**src/rtl/masked_rom_matcher.sv**
```systemverilog
`default_nettype none
// ============================================================================
//  Module      : masked_rom_matcher
//  Description : Captures an input word on START, then walks a writable
//                DEPTH-entry match table (one entry every two cycles),
//                accumulating the output mask of every matching entry by
//                OR or XOR. Reports busy/done status and a match count.
//  Revision    : 1.0 - initial release
// ============================================================================
module masked_rom_matcher #(
   parameter int DW       = 8,
   parameter int OW       = 4,
   parameter int DEPTH    = 8,
   parameter int ACC_MODE = 0,
   parameter int AW       = $clog2(DEPTH),
   parameter int CW       = $clog2(DEPTH+1)
) (
   input  logic              clk,
   input  logic              rst,
   input  logic              START,
   input  logic [DW-1:0]     I,
   input  logic              wr_en,
   input  logic [AW-1:0]     wr_addr,
   input  logic [2*DW+OW-1:0] wr_data,
   output logic [OW-1:0]     O,
   output logic [CW-1:0]     match_cnt,
   output logic              busy,
   output logic              done,
   output logic              wr_err
);

   localparam int            EW        = 2*DW + OW;
   localparam logic [AW:0]   DEPTH_C   = DEPTH[AW:0];
   localparam logic [AW-1:0] LAST_ADDR = AW'(DEPTH - 1);

   typedef enum logic [1:0] {
      IDLE = 2'd0,
      INIT = 2'd1,
      EVAL = 2'd2,
      NEXT = 2'd3
   } state_t;

   state_t          state;
   state_t          state_nx;

   logic [EW-1:0]   tbl [DEPTH];
   logic [DW-1:0]   x;
   logic [OW-1:0]   acc;
   logic [CW-1:0]   cnt;
   logic [AW-1:0]   addr;

   logic [EW-1:0]   entry;
   logic [DW-1:0]   r1;
   logic [DW-1:0]   r2;
   logic [OW-1:0]   om;
   logic            match;
   logic [OW-1:0]   acc_nx;
   logic            wr_addr_ok;
   logic            last_entry;

   // Current entry fields and match evaluation against the captured word
   assign entry      = tbl[addr];
   assign r1         = entry[EW-1 -: DW];
   assign r2         = entry[OW +: DW];
   assign om         = entry[OW-1:0];
   assign match      = &((r2 & ~x) | (r1 & x) | (r1 & r2));
   assign wr_addr_ok = ({1'b0, wr_addr} < DEPTH_C);
   assign last_entry = (addr == LAST_ADDR);
   assign busy       = (state != IDLE);

   // Accumulation operator chosen at elaboration time
   generate
      if (ACC_MODE == 1) begin : g_acc_xor
         assign acc_nx = acc ^ om;
      end else begin : g_acc_or
         assign acc_nx = acc | om;
      end
   endgenerate

   // State register
   always_ff @(posedge clk) begin
      if (rst) state <= IDLE;
      else     state <= state_nx;
   end

   // Next-state logic; a held START at the final NEXT stalls the run
   always_comb begin
      state_nx = state;
      case (state)
         IDLE:    if (START) state_nx = INIT;
         INIT:    state_nx = EVAL;
         EVAL:    state_nx = NEXT;
         NEXT: begin
            if (!last_entry)  state_nx = EVAL;
            else if (!START)  state_nx = IDLE;
            else              state_nx = NEXT;
         end
         default: state_nx = IDLE;
      endcase
   end

   // Match table: writable only in IDLE and only for in-range addresses
   always_ff @(posedge clk) begin
      if (rst) begin
         for (int k = 0; k < DEPTH; k++) tbl[k] <= '0;
      end else if (wr_en && (state == IDLE) && wr_addr_ok) begin
         tbl[wr_addr] <= wr_data;
      end
   end

   // Run datapath, result registers and status pulses
   always_ff @(posedge clk) begin
      if (rst) begin
         x         <= '0;
         acc       <= '0;
         cnt       <= '0;
         addr      <= '0;
         O         <= '0;
         match_cnt <= '0;
         done      <= 1'b0;
         wr_err    <= 1'b0;
      end else begin
         done   <= 1'b0;
         wr_err <= wr_en && ((state != IDLE) || !wr_addr_ok);
         case (state)
            INIT: begin
               x    <= I;
               acc  <= '0;
               cnt  <= '0;
               addr <= '0;
            end
            EVAL: begin
               if (match) begin
                  acc <= acc_nx;
                  cnt <= cnt + CW'(1);
               end
            end
            NEXT: begin
               if (!last_entry) begin
                  addr <= addr + AW'(1);
               end else if (!START) begin
                  O         <= acc;
                  match_cnt <= cnt;
                  done      <= 1'b1;
               end
            end
            default: ;
         endcase
      end
   end

endmodule
`default_nettype wire
```
**config.mk**
```make
export PLATFORM = sky130hd
export DESIGN_NAME = masked_rom_matcher
export DESIGN_NICKNAME = d
export VERILOG_FILES = /design/src/rtl/masked_rom_matcher.sv
export SDC_FILE = /design/constraint.sdc
export NUM_CORES = 1
export LEC_CHECK = 0
export ABC_CLOCK_PERIOD_IN_PS = 2200
export CORE_ASPECT_RATIO = 0.9
export CORE_MARGIN = 2
export CORE_UTILIZATION = 55
export DETAILED_ROUTE_END_ITERATION = 10
export PLACE_DENSITY = 0.79
export SYNTH_ARGS = -nofsm -noshare
export SYNTH_HDL_FRONTEND = slang
export SYNTH_SLANG_ARGS = --single-unit
```
**constraint.sdc**
```tcl
create_clock -name clk -period 2.2 [get_ports clk]
set_input_delay 0.22 -clock clk [delete_from_list [all_inputs] [get_ports clk]]
set_output_delay 0.22 -clock clk [all_outputs]
set_load 0.03 [all_outputs]
```
==> flow_summary.toml, run 1 <==
[detailed_routing]
drtPass1Iterations = 5
drt_wl_total_um = 18800
viasPerCell = 5.82
vias = 5185
drt-initial-drc-count = 436
antenna_left = 0
wl_per_cell_um = 21.1
drc_errors = 0

[synth]
synth_edf_count = 160
synth_xor_area_share_pct = 0.101
yosys.area_share.simple_pct = 17.9
synth_fp_nets = 644
synth_fa_ha_area_share_pct = 0.435
ys_dominant_reg_cell = "edfxtp_1"
synth_area_um2 = 8630
synth_top_family_by_area = "simple AND/OR/NAND/NOR gates"
synth_compound_area_share_pct = 4.20
synth-seq-cells = 194
ys_warn_count = 0
muxShareOfSynthArea_pct = 11.5
postSynthAreaPerCell_um2 = 14.2
synth.distinct_cells = 51
synth_sequential_area_ratio_pct = 63.6
netlist_instances = 606
async_flop_share_pct = 0

[floorplanning]
fp.dieH_um = 123
initial_core_util_pct = 56.1
dieWidth_um = 136
boundaryPins = 46
dieArea_um2 = 16700
fp-row-count = 43
core-area_um2 = 15400

[cells_and_area]
multi_input_area_um2 = 2970
seq_area_um2 = 5490
diodes = 0
drive_gt1_share_pct = 16.8
layout_common_cells = "and2_1 (160), edfxtp_1 (160), nand2_1 (52), clkdlybuf4s50_1 (45), dfxtp_1 (32)"
num-nets-final = 715
final.fill_count = 1088
area_growth_pct = 18.3

[cts]
cts.htree.levels = 4
clock_sinks = 194
cts_buffers = 17
clock_path_buffers = 2
root_buffer = "clkbuf_16"
cts_tree = "yes"
clk_latency_ns = 0.44
clk_pin_slew_ns = 0.07
postCtsHoldBufs = 0

[timing]
tightest_slew_ns = 0.545
setup_viol_count_final = 0
fin_skew_ns = 0.0136
slew_violations = 0
finalHoldViolCount = 0
holdWs_ns = 0.343
period_needed_ns = 2.17
rsz0062_at_grt = "yes"
finalCritPeriodShare_pct = 98.8
maxSlewHeadroom_pct = 63.6
fmax_mhz = 460

[job]
cap_viol_max_count = 0

[placement]
portBuffers = 45
hpwl_um = 12700
place.gp.congestion = 0.798

[power]
total_power_mw = 7.73
p_per_area_nw_per_um2 = 757
max-vdd-ir-drop_mv = 0.916
p_leak_nw = 3.69

[global_routing]
grt-ovfl-total = 0
grt_pass1_wl_um = 28500
grt_usage_pct = 23.8
first_global_vias = 5172
grt_max_degree = 40
antenna_found_initial = 0

[setup_path]
critical_path_class = "flip-flop to flip-flop"
endpoint_kind = "flip-flop"
cp.required_ns = 2.55
crit_arrival_ns = 2.52
start_kind = "flip-flop"
cp_max_fo = 6

[run_status]
status = "complete, no violations"

[hold_path]
hold_class = "primary input to flip-flop"
==> critical path: stages, from the launching register on <==
cell	delay [ns]
dfxtp_4	0.41
buf_6	0.18
buf_12	0.12
mux4_1	0.52
and4b_1	0.24
o2bb2a_4	0.25
o21a_4	0.17
mux2i_1	0.20
==> cell families (layout without fill, tap and decap cells) <==
family                     after synthesis  count (layout)
and+or+nand+nor                        272             272
xor gates and xnor gates                 1               1
AOI/OAI and AO/OA                       47              47
buffers and inverters                   36             119
muxes                                   53              53
adders and majority gates                3               3
DFF                                    194             194
==> state kept, by name (all words and copies together), names as in the netlist, named ones only <==
| register | count |
|---|---|
| x | 8 |
| wr_err | 1 |
| done | 1 |
| O | 4 |
| acc | 4 |
| tbl | 160 |
| match_cnt | 4 |
| addr | 3 |
| cnt | 4 |
| state | 2 |
==> metrics by stage <==
stage               instance area, um2  utilization, %  worst slack (ns)  setup TNS, ns  cells
finish                           10200            66.4            0.0267              0    891
global route                     10200            66.4           -0.0372        -0.0470    891
CTS                              10100            65.8            0.0349              0    887
detailed placement                9550            62.1            -0.108         -0.360    856
global placement                  9550            62.1          -0.00673        -0.0141    856
floorplan                         8630               -             0.220              0    606
==> synthesized netlist by cell type (all sizes together) (2+ instances only) <==
| cell | count | area share (%) |
|---|---|---|
| a211o | 3 | 0.30 |
| a211oi | 2 | 0.17 |
| a21oi | 20 | 1.2 |
| and2 | 160 | 12 |
| and2b | 3 | 0.30 |
| buf | 8 | 1.0 |
| clkbuf | 25 | 1.1 |
| dfxtp | 34 | 7.9 |
| edfxtp | 160 | 56 |
| ha | 3 | 0.43 |
| inv | 3 | 0.13 |
| mux2 | 2 | 0.26 |
| mux2i | 18 | 2.1 |
| mux4 | 33 | 9.2 |
| nand2 | 52 | 2.3 |
| nand2b | 6 | 0.43 |
| nand3 | 3 | 0.17 |
| nand4 | 2 | 0.14 |
| nor2 | 16 | 0.70 |
| nor2b | 6 | 0.43 |
| nor3 | 8 | 0.52 |
| nor3b | 2 | 0.17 |
| o21ai | 5 | 0.33 |
| o21ba | 3 | 0.35 |
| or2 | 8 | 0.58 |
| or3 | 2 | 0.14 |
==> cell type report <==
| cell class | count | share of cell area, % |
|---|---|---|
| Clock inverter | 13 | 1.41 |
| Clock buffer | 18 | 4.20 |
| Sequential cell | 194 | 53.8 |
| Tap cell | 202 | 2.47 |
| Timing Repair Buffer | 85 | 8.94 |
| Inverter | 3 | 0.110 |
| Multi-Input combinational cell | 376 | 29.1 |
==> power by group <==
group	internal (mW)	switching, mW
clock network	1.76	1.28
registers	4.11	0.0658
logic	0.242	0.275
==> layer usage <==
metal | track usage [%] | vias to the layer above | share of wire, %
li1 | - | 2349 | -
met4 | 8.53 | 0 | 1.5
met3 | 5.37 | 23 | 6.8
met2 | 37.7 | 178 | 49
met1 | 32.6 | 2635 | 43
met5 | 0 | - | 0
==> final timing paths <==
kind	endpoint	start	cells past startpoint	slack [ns]
max reg2reg	cnt[2]	flip-flop	7	0.03
min reg2reg	match_cnt[2]	match_cnt[2]	2	0.46
max	cnt[2]	flip-flop	7	0.03
min	x[5]	I[5]	3	0.34
==> what timing repair did <==
| action | in CTS | in global routing |
|---|---|---|
| pin swaps | 0 | 1 |
| setup endpoints to repair | 8 | 8 |
| gates cloned | 0 | 1 |
| setup buffers | 0 | 3 |
| gates resized for setup | 1 | 6 |
| hold endpoints to repair | 0 | 0 |
Power figures use the tool's default switching activity.
==> run 2, diff against run 1 <==
- GPL_TIMING_DRIVEN: unset -> 0
==> run 2 against run 1 <==
Clock skew decreased by 0.0061 ns. Global-route usage rose by 0.24 points. Fmax up 1.9%. Sequential power about the same. Register-to-register slack better by 0.04 ns. Setup slack better by 0.041 ns. Core utilization shrank 1.3 points. Worst hold slack better by 0.0048 ns. First-iteration DRC count decreased by 8.5%. Final area shrank 1.9%. Flip-flop and latch count stayed put.
==> flow_summary.toml, run 2 (synthesized netlist as in run 1, its figures left out) <==
[cts]
clk_latency_ns = 0.43
postCtsHoldBufs = 0
clk_pin_slew_ns = 0.07
cts.htree.levels = 4
root_buffer = "clkbuf_16"
clock_sinks = 194
cts_tree = "yes"
clock_path_buffers = 2
cts_buffers = 17

[floorplanning]
initial_core_util_pct = 56.1
fp.dieH_um = 123
dieWidth_um = 136
boundaryPins = 46
fp-row-count = 43
core-area_um2 = 15400
dieArea_um2 = 16700

[global_routing]
antenna_found_initial = 0
first_global_vias = 5135
grt-ovfl-total = 0
grt_usage_pct = 24.0
grt_max_degree = 21
grt_pass1_wl_um = 28600

[setup_path]
r2r_setup_slack_ns = 0.07
crit_arrival_ns = 2.49
critical_path_class = "flip-flop to flip-flop"
start_kind = "flip-flop"
endpoint_kind = "flip-flop"
cp.required_ns = 2.56
ff2ff_path_depth = 8
cp_max_fo = 10

[power]
max-vdd-ir-drop_mv = 0.623
p_leak_nw = 3.55
p_per_area_nw_per_um2 = 761

[cells_and_area]
diodes = 0
largest_reg_flops = 160
final.fill_count = 1148
num-nets-final = 709
layout_common_cells = "and2_1 (160), edfxtp_1 (160), nand2_1 (52), clkdlybuf4s50_1 (45), dfxtp_1 (32)"
fin_cells = 884
drive_gt1_share_pct = 14.5
regMostFlops = "tbl"
reg_top3 = "tbl (160), x (8)"
area_growth_pct = 16.1

[run_status]
status = "complete, no violations"

[timing]
rsz0062_at_grt = "yes"
finalCritPeriodShare_pct = 96.9
maxSlewHeadroom_pct = 59.6
period_needed_ns = 2.13
finalHoldViolCount = 0
fin_skew_ns = 0.00755
fmax_mhz = 469
slew_violations = 0
tightest_slew_ns = 0.606
finalSetupTns_ns = 0
setup_viol_count_final = 0

[placement]
place.gp.congestion = 0.818
place_inst = 853
portBuffers = 45
hpwl_um = 12700

[hold_path]
min_path_cells = 3
hold_class = "primary input to flip-flop"

[detailed_routing]
vias = 5178
antenna_left = 0
drt-initial-drc-count = 399
drc_errors = 0
drt_wl_total_um = 19200
viasPerCell = 5.86
drtPass1Iterations = 4
wl_per_cell_um = 21.7

[job]
cap_viol_max_count = 0
[run 2: layer usage]
metal	global-route usage (%)	vias up	wire length, um
met3	5.45	30	1730
li1	-	2343	-
met2	39.0	229	9310
met4	7.10	0	323
met5	0	-	0
met1	32.7	2576	7860
[run 2: critical path, stage by stage, from the launching register on]
cell and delay [ns]:
dfxtp_4 0.38, buf_12 0.16, buf_12 0.15, mux4_2 0.52, mux2i_1 0.20, nor3_2 0.10, o21ai_4 0.13, o21a_4 0.21
mux2i_1 0.18
[run 2: final timing paths]
check | endpoint | from
setup / recovery | cnt[1] | flip-flop
hold / removal | x[3] | I[3]
setup reg to reg | cnt[1] | flip-flop
hold reg to reg | O[3] | O[3]
[run 2: area by class of cell]
type                       instances  area, um2  area share (%)
sequential                       194       5490            54.8
multi-input combinational        377       3030            30.3
timing repair buffer              46        458            4.57
clock buffer                      19        433            4.32
tap                              202        253            2.52
buffer                            32        225            2.25
clock inverter                    11        114            1.14
inverter                           3       11.3           0.112
[run 2: repair_timing]
item,CTS,global route
pin swaps,0,5
setup endpoints to repair,48,142
gates cloned,0,1
hold endpoints to repair,0,0
setup buffers,0,1
resized for setup,12,35
[run 2: where the power goes]
part	switching, mW	internal, mW
combinational	0.277	0.210
sequential	0.0619	4.11
clock	1.32	1.65
total	1.66	5.97
[run 2: per-stage QoR]
step	hold slack, ns	instance area (um2)	util, %	setup slack (ns)	power [mW]
2_1_floorplan	0.356	8630	-	0.220	4.48
6_report	0.348	10000	65.1	0.0681	7.62
5_1_grt	0.359	10000	65.1	-0.0355	7.81
4_1_cts	0.337	9920	64.5	0.00440	7.61
3_3_place_gp	0.444	9330	60.7	-0.243	4.68
3_5_place_dp	0.449	9330	60.7	-0.322	4.71
==> run 3, diff against run 2 <==
- ABC_CLOCK_PERIOD_IN_PS: 2200 -> 2300
- REMOVE_ABC_BUFFERS: unset -> 1
- clock period: 2.2 -> 2.3 ns (I/O delays scaled with it)
==> run 3 against run 2 <==
Worst hold slack got worse by 0.0014 ns. Combinational power rose by 1%. Total power fell by 4.4%. First-iteration DRC count rose by 44%. Register-to-register slack barely moved. Via count rose by 3.0%. Wire length rose by 7.5%. Largest cell class unchanged.
==> flow_summary.toml, run 3 (synthesized netlist as in run 1, its figures left out) <==
[global_routing]
grt_max_degree = 43
grt_pass1_wl_um = 29600
grt_usage_pct = 24.9
grt-ovfl-total = 0
antenna_found_initial = 0
first_global_vias = 5324

[cts]
clk_pin_slew_ns = 0.07
clk_latency_ns = 0.43
clock_sinks = 194
postCtsHoldBufs = 0
cts_buffers = 17
clock_path_buffers = 2
root_buffer = "clkbuf_16"
cts.htree.levels = 4
cts_tree = "yes"

[power]
max-vdd-ir-drop_mv = 0.672
p_per_area_nw_per_um2 = 717
p_leak_nw = 3.63
total_power_mw = 7.29

[timing]
setup_viol_count_final = 0
fin_skew_ns = 0.00739
tightest_slew_ns = 0.904
finalHoldViolCount = 0
maxSlewHeadroom_pct = 39.7
period_needed_ns = 2.24
slew_violations = 0
fmax_mhz = 447
finalCritPeriodShare_pct = 97.2
finalSetupTns_ns = 0

[floorplanning]
fp.dieH_um = 123
dieArea_um2 = 16700
dieWidth_um = 136
fp-row-count = 43
boundaryPins = 46
core-area_um2 = 15400
initial_core_util_pct = 56.1

[cells_and_area]
area_growth_pct = 17.7
regMostFlops = "tbl"
diodes = 0
drive_gt1_share_pct = 18.6
reg_top3 = "tbl (160), x (8)"
num-nets-final = 711
final.fill_count = 1073
layout_common_cells = "and2_1 (160), edfxtp_1 (160), nand2_1 (51), clkdlybuf4s50_1 (44), dfxtp_1 (30)"
largest_reg_flops = 160

[setup_path]
cp_max_fo = 15
crit_arrival_ns = 2.56
endpoint_kind = "flip-flop"
start_kind = "flip-flop"
r2r_setup_slack_ns = 0.06
cp_cell_sequence = "mux2i_1, a221oi_1, nand2_1, a21o_2, o21a_4, o41ai_2"
cp.required_ns = 2.62
cp_slowest_cell = "dfxtp_4"
critPathMaxStageDelay_ns = 0.53
critical_path_class = "flip-flop to flip-flop"

[detailed_routing]
drt-initial-drc-count = 575
dr_wl_met2_um = 10100
vias = 5331
drt-met1-wl_um = 8200
antenna_left = 0
drtPass1Iterations = 5
wl_met3_um = 1870
drc_errors = 0
dr.max_layer_used = "met4"
drt_wl_total_um = 20700
viasPerCell = 6.02
wl_per_cell_um = 23.3

[hold_path]
hold_class = "primary input to flip-flop"

[placement]
hpwl_um = 11500
place.gp.congestion = 0.787
portBuffers = 45

[job]
cap_viol_max_count = 0

[run_status]
status = "complete, no violations"
-- run 3: power breakdown --
| part | total, mW | internal [mW] | switching [mW] |
|---|---|---|---|
| clock | 2.81 | 1.58 | 1.23 |
| sequential | 3.99 | 3.93 | 0.0602 |
| combinational | 0.494 | 0.205 | 0.289 |
-- run 3: stage by stage --
| step | util (%) | instances | worst slack, ns | instance area, um2 | hold slack, ns |
|---|---|---|---|---|---|
| 2_1_floorplan | - | 573 | -0.777 | 8450 | 0.299 |
| 3_3_place_gp | 59.5 | 820 | -3.15 | 9150 | 0.443 |
| 3_5_place_dp | 60.1 | 826 | -1.26 | 9250 | 0.448 |
| 4_1_cts | 65.0 | 870 | -0.107 | 10000 | 0.346 |
| 5_1_grt | 66.0 | 886 | -0.0116 | 10200 | 0.371 |
| 6_report | 66.0 | 886 | 0.0636 | 10200 | 0.346 |
-- run 3: final timing paths --
check	cells past startpoint	startpoint	to
worst max-delay path	6	flip-flop	acc[1]
worst min-delay path	3	I[4]	x[4]
worst max register to register	6	flip-flop	acc[1]
worst min register to register	2	O[2]	O[2]
-- run 3: worst max-delay path: cells and delay by family, from the launching register on --
kind             cells  cell delay [ns]
AO/OA/AOI/OAI        4             1.30
flip-flops           1             0.53
multiplexers         1             0.13
AND/OR/NAND/NOR      1             0.15
-- run 3: final cells by class --
type / count / area (um2) / area share, %
clock buffer: 19 / 433 / 4.26
clock inverter: 11 / 115 / 1.13
inverter: 3 / 11.3 / 0.111
multi-input combinational: 385 / 3140 / 30.9
sequential: 194 / 5500 / 54.1
tap: 202 / 253 / 2.49
timing repair buffer: 72 / 714 / 7.03
-- run 3: what timing repair did --
item                                    in CTS  in global routing
cloned                                       3                  6
pin swaps                                    5                  5
gates resized for setup                     26                  9
setup buffers                               11                 10
endpoints found under the setup margin     260                176
-- run 3: metal layers --
layer  up-vias  global-route usage, %
li1       2353                      -
met1      2645                   32.3
met2       283                   40.8
met3        50                   6.32
met4         0                   9.83
met5         -                      0
